### config.mk
export PLATFORM = sky130hd
export DESIGN_NAME = conv33_window
export DESIGN_NICKNAME = d
export VERILOG_FILES = /design/src/rtl/conv33_pkg.sv /design/src/rtl/conv33_linebuf.sv /design/src/rtl/conv33_window.sv
export SDC_FILE = /design/constraint.sdc
export NUM_CORES = 1
export LEC_CHECK = 0
export CAP_MARGIN = 5
export CORE_MARGIN = 5
export CORE_UTILIZATION = 30
export DETAILED_ROUTE_END_ITERATION = 8
export PLACE_DENSITY_LB_ADDON = 0.05
export SLEW_MARGIN = 40
export SYNTH_ARGS = -nofsm -noshare
export SYNTH_HDL_FRONTEND = slang
export SYNTH_SLANG_ARGS = --single-unit
### constraint.sdc
create_clock -name clk -period 2.8 [get_ports clk]
set_input_delay 0.7 -clock clk [delete_from_list [all_inputs] [get_ports clk]]
set_output_delay 0.7 -clock clk [all_outputs]
set_load 0.02 [all_outputs]
### src/rtl/conv33_pkg.sv
// Shared constants and helpers for the conv33 engine (window builder and convolver).
package conv33_pkg;

  localparam int KSIZE          = 3;
  localparam int DATA_WIDTH_DEF = 8;

  // Bits needed to count 0..v-1; never less than one bit.
  function automatic int clog2(input int v);
    int r;
    int x;
    r = 0;
    x = v - 1;
    while (x > 0) begin
      r++;
      x = x >> 1;
    end
    return (r < 1) ? 1 : r;
  endfunction

endpackage

### src/rtl/conv33_linebuf.sv
// One image row of pixel storage: combinational read, synchronous write, same address.
module conv33_linebuf
  import conv33_pkg::*;
#(
  parameter int DATA_WIDTH = DATA_WIDTH_DEF,
  parameter int DEPTH      = 28
) (
  input  logic                     clk,
  input  logic                     we,
  input  logic [clog2(DEPTH)-1:0]  addr,
  input  logic [DATA_WIDTH-1:0]    wdata,
  output logic [DATA_WIDTH-1:0]    rdata
);

  logic [DATA_WIDTH-1:0] mem [DEPTH];

  // Contents are intentionally not reset: output gating hides stale rows.
  always_ff @(posedge clk) begin
    if (we) mem[addr] <= wdata;
  end

  assign rdata = mem[addr];

endmodule

### src/rtl/conv33_window.sv
// Raster stream to 3x3 sliding window for conv33; two line buffers plus a shift-register window.
// Optional stride-2 windowing when CONV33_WINDOW_STRIDE2_EN is defined.
module conv33_window
  import conv33_pkg::*;
#(
  parameter int DATA_WIDTH = DATA_WIDTH_DEF,
  parameter int IMG_W      = 28,
  parameter int IMG_H      = 28
) (
  input  logic                  clk,
  input  logic                  rst,
  input  logic                  frame_start,
  input  logic                  in_valid,
  input  logic [DATA_WIDTH-1:0] in_data,
  output logic                  out_valid,
  output logic [DATA_WIDTH-1:0] out_0_0,
  output logic [DATA_WIDTH-1:0] out_0_1,
  output logic [DATA_WIDTH-1:0] out_0_2,
  output logic [DATA_WIDTH-1:0] out_1_0,
  output logic [DATA_WIDTH-1:0] out_1_1,
  output logic [DATA_WIDTH-1:0] out_1_2,
  output logic [DATA_WIDTH-1:0] out_2_0,
  output logic [DATA_WIDTH-1:0] out_2_1,
  output logic [DATA_WIDTH-1:0] out_2_2,
  output logic                  frame_done
);

  localparam int CW = clog2(IMG_W);
  localparam int RW = clog2(IMG_H);
  localparam logic [CW-1:0] COL_LAST = CW'(IMG_W - 1);
  localparam logic [RW-1:0] ROW_LAST = RW'(IMG_H - 1);

  logic [CW-1:0] col_cnt, cur_col;
  logic [RW-1:0] row_cnt, cur_row;
  logic          col_last, row_last, win_ok, stride_ok;
  logic [DATA_WIDTH-1:0] lb0_rd, lb1_rd;
  logic [KSIZE-1:0][KSIZE-1:0][DATA_WIDTH-1:0] win;

  // A pixel accepted together with frame_start is coordinate (0,0).
  assign cur_col  = frame_start ? '0 : col_cnt;
  assign cur_row  = frame_start ? '0 : row_cnt;
  assign col_last = (cur_col == COL_LAST);
  assign row_last = (cur_row == ROW_LAST);

`ifdef CONV33_WINDOW_STRIDE2_EN
  assign stride_ok = ~cur_row[0] & ~cur_col[0];
`else
  assign stride_ok = 1'b1;
`endif

  assign win_ok = (cur_row >= RW'(2)) && (cur_col >= CW'(2)) && stride_ok;

  // lb1 holds row r-1, lb0 holds row r-2; lb0 takes lb1's old word on each write.
  conv33_linebuf #(.DATA_WIDTH(DATA_WIDTH), .DEPTH(IMG_W)) lb1 (
    .clk(clk), .we(in_valid), .addr(cur_col), .wdata(in_data), .rdata(lb1_rd)
  );

  conv33_linebuf #(.DATA_WIDTH(DATA_WIDTH), .DEPTH(IMG_W)) lb0 (
    .clk(clk), .we(in_valid), .addr(cur_col), .wdata(lb1_rd), .rdata(lb0_rd)
  );

  always_ff @(posedge clk or posedge rst) begin
    if (rst) begin
      col_cnt <= '0;
      row_cnt <= '0;
    end else if (in_valid) begin
      if (col_last) begin
        col_cnt <= '0;
        row_cnt <= row_last ? '0 : cur_row + RW'(1);
      end else begin
        col_cnt <= cur_col + CW'(1);
        row_cnt <= cur_row;
      end
    end else if (frame_start) begin
      col_cnt <= '0;
      row_cnt <= '0;
    end
  end

  always_ff @(posedge clk or posedge rst) begin
    if (rst) begin
      win        <= '0;
      out_valid  <= 1'b0;
      frame_done <= 1'b0;
    end else begin
      out_valid  <= in_valid && win_ok;
      frame_done <= in_valid && row_last && col_last;
      if (in_valid) begin
        for (int r = 0; r < KSIZE; r++)
          for (int c = 0; c < KSIZE - 1; c++)
            win[r][c] <= win[r][c+1];
        win[0][KSIZE-1] <= lb0_rd;
        win[1][KSIZE-1] <= lb1_rd;
        win[2][KSIZE-1] <= in_data;
      end
    end
  end

  assign out_0_0 = win[0][0];
  assign out_0_1 = win[0][1];
  assign out_0_2 = win[0][2];
  assign out_1_0 = win[1][0];
  assign out_1_1 = win[1][1];
  assign out_1_2 = win[1][2];
  assign out_2_0 = win[2][0];
  assign out_2_1 = win[2][1];
  assign out_2_2 = win[2][2];

endmodule

==> results of run 1 <==
[critical path, stage by stage, from the launching register on]
cell and delay [ns]:
dfrtp_4 0.57, buf_12 0.20, buf_4 0.20, nand2b_4 0.14, mux2_2 0.35, a222oi_1 0.52
buf_4 0.21, o221ai_1 0.12, o32a_1 0.30
[synth_stat cells (9+ instances only)]
master     count
mux2i_1       70
a22oi_1       19
nor2b_1       12
a221oi_1      23
nand2_1       45
buf_2         32
o22ai_1       18
clkbuf_1      39
dfrtp_1       84
a21oi_1       39
o21ai_0       32
nor2_1        65
a31oi_1       20
o221ai_1      20
edfxtp_1     448
a2bb2oi_1     11
mux2_2        94
a211oi_1       9
a222oi_1      18
[placed cells by master (no fill, tap or decap), types with 9 or more instances in the layout]
master / instances
buf_4: 186
a211oi_1: 9
a222oi_1: 18
dfrtp_1: 82
o22ai_1: 18
o221ai_1: 20
mux2_2: 94
a221oi_1: 23
a22oi_1: 19
buf_12: 46
clkbuf_1: 19
nor2_1: 47
a21oi_1: 39
a31oi_1: 19
nor2b_1: 12
edfxtp_1: 448
clkbuf_16: 60
a2bb2oi_1: 11
o21ai_0: 32
nor2_2: 17
clkinv_2: 9
mux2i_1: 68
nand2_1: 43
clkdlybuf4s50_1: 83
[layer usage]
layer  track usage  up-vias  share of wire  routed length, um
met1        0.2535     6341           0.48              30880
met3       0.02871       62          0.048               3066
met2        0.2673      320           0.46              29440
met4       0.03002        0          0.013                816
li1              -     5495              -                  -
met5             0        -              0                  0
[final cells by class]
class / instances / area, um2
Antenna cell: 1 / 2.502
Clock buffer: 86 / 1669
Sequential cell: 532 / 15560
Multi-Input combinational cell: 604 / 4842
Inverter: 5 / 22.52
Clock inverter: 25 / 257.7
Tap cell: 882 / 1104
Fill cell: 6289 / 41840
Timing Repair Buffer: 317 / 3164
[power by group through the flow]
stage	logic (mW)	registers, mW	clock network (mW)
after floorplan	1.03	9.58	0
after global placement	2.77	9.39	0
after detailed placement	2.78	9.40	0
after CTS	2.83	9.22	7.92
after global routing	2.97	9.25	8.30
final	2.79	9.21	7.70
[how the worst max path moves through the flow]
stage | from | to | cells after the start
finish | col_cnt[0]$_DFF_PP0_ | out_0_2[0]$_DFFE_PP0P_ | 8
floorplan | frame_start | lb0.mem[10][0]$_DFFE_PP_ | 5
CTS | col_cnt[0]$_DFF_PP0_ | lb0.mem[23][5]$_DFFE_PP_ | 9
global placement | frame_start | out_0_2[0]$_DFFE_PP0P_ | 8
global route | col_cnt[0]$_DFF_PP0_ | out_0_2[6]$_DFFE_PP0P_ | 10
detailed placement | col_cnt[0]$_DFF_PP0_ | lb0.mem[17][2]$_DFFE_PP_ | 9
[registers in the layout (all words and copies together) (netlist names)]
name / cells
out_valid: 1
out_0_0: 8
row_cnt: 5
out_2_1: 8
lb1.mem: 224
out_2_2: 8
out_1_2: 8
col_cnt: 5
out_1_1: 8
out_1_0: 8
out_0_1: 8
out_2_0: 8
lb0.mem: 224
frame_done: 1
out_0_2: 8
[stage by stage]
stage	util	hold WS [ns]	cells	cell area, um2	setup TNS [ns]
floorplan	-	0.4981	1224	20710	-34.32
global placement	0.3588	0.4909	2331	24570	-13.46
detailed placement	0.3588	0.4947	2331	24570	-20.29
CTS	0.3881	0.4438	2449	26570	0
global route	0.3888	0.4697	2451	26620	0
finish	0.3888	0.4835	2452	26620	0
[cells by family after synthesis]
| family | share of synthesized area |
|---|---|
| and+or+nand+nor | 0.04194 |
| AOI/OAI and AO/OA | 0.08853 |
| DFF | 0.7523 |
| buffers and inverters | 0.01955 |
| muxes | 0.09579 |
| adders and majority gates | 0.0006050 |
| xor gates and xnor gates | 0.001271 |
[what timing repair did]
action                     4_1_cts  5_1_grt
setup buffers                    7        2
gates resized for setup          3        6
pin swaps                        1        2
setup endpoints to repair      102      133
==> qor.yml, run 1 <==
synthesis:
  synth.net_count: 1237
  synth_cell_types: 70
  synth_area_per_cell_um2: 16.89
  synth_top_area_frac: 0.6507
  synth-seq-cells: 532
  synth_top_cell_by_area: "edfxtp_1"
  ys_async_sr_fraction: 0.1579
  synth_area_leaders: "edfxtp_1, dfrtp_1, mux2_2, mux2i_1, nor2_1"
  syn_area_um2: 20680
  synthCells: 1224
  ys_seq_area_frac: 0.7523
  ys_warn_count: 0
  synth_edf_count: 448
  ys.flop_type: "edfxtp_1"
global_routing:
  gr-usage-all-layers: 0.1704
  grt_pass1_wl_mm: 92.05
  grt.overflow.total: 0
  grt_pass1_vias: 12190
  antenna_found_initial: 2
  grt_max_degree: 62
route:
  route.vias.total: 12220
  drc: 0
  routed_wl_mm: 64.20
  drtIter0Drc: 1100
  routed_via_density: 4.983
  drtPass1Iterations: 9
  wire_per_inst_um: 26.18
  antenna_left: 0
timing:
  tightestPinTransition_ns: 0.8255
  finalHoldViolCount: 0
  timing.final.ws_setup_ns: 0.04119
  rsz0062_at_grt: "no"
  fin_crit_sh: 0.9853
  relSlewSlack: 0.4477
  clock_skew_ns: 0.02333
  max_freq_ghz: 0.3625
  maxSlewViolCount: 0
  min_period_ns: 2.759
  setup_violations: 0
layout:
  layout-drive-gt1-share: 0.2989
  nets: 1532
  syn_to_final_growth_pct: 28.76
critical_path:
  r2r-start: "col_cnt[0]$_DFF_PP0_"
  crit_type: "register to register"
  regToRegSetupSlack_ns: 0.04
  endpoint_kind: "register"
  crit_arrival_ns: 3.25
  crit_path_max_fanout: 16
  start_kind: "register"
  r2r-end: "out_0_2[0]$_DFFE_PP0P_"
  worstRegToRegCells: 8
  cp.required_ns: 3.29
floorplan:
  die_h_um: 272.5
  core-area_um2: 68470
  fp.dieW_um: 272.5
  die_area_um2: 74270
  start_util: 0.3020
  ioPinCount: 86
  rows: 96
pwr:
  p_leak_nw: 9.362
  intPower_mw: 14.84
  p_sw_mw: 4.865
  finalPower_mw: 19.71
  p_sw_frac: 0.2469
  clkPwrFrac: 0.391
  power_density_nw_per_um2: 740.2
  vdd_ir_drop_max_mv: 0.4362
  p_seq_frac: 0.468
  combPwrFrac: 0.141
worst_hold_path:
  hold_class: "primary input to register"
  hold_depth: 2
  holdPathEnd: "out_1_2[7]$_DFFE_PP0P_"
  hp-start: "in_valid"
clock_tree:
  clk_latency_ns: 0.62
  clock-sinks: 532
  clk_pin_slew_ns: 0.06
  cts_tree: "yes"
  postCtsHoldBufs: 0
  cts_buffers: 59
  cts_buffer_depth: 3
  h-tree-depth: 2
  cts-root-buf: "clkbuf_16"
placed_design:
  gp_congestion: 0.8048
  place_ws_ns: -0.2068
  dpl.hpwl_mm: 42.67
  port_buffers: 85
outcome:
  outcome: "complete, no violations"
job:
  cap_violations: 0
No activity file was read; power rests on OpenSTA's default activity.
==> inputs of run 2 (changes only) <==
SLEW_MARGIN = unset   (was 40)
==> results of run 2 <==
The final DEF is identical to that of run 1; final timing and power are the same.
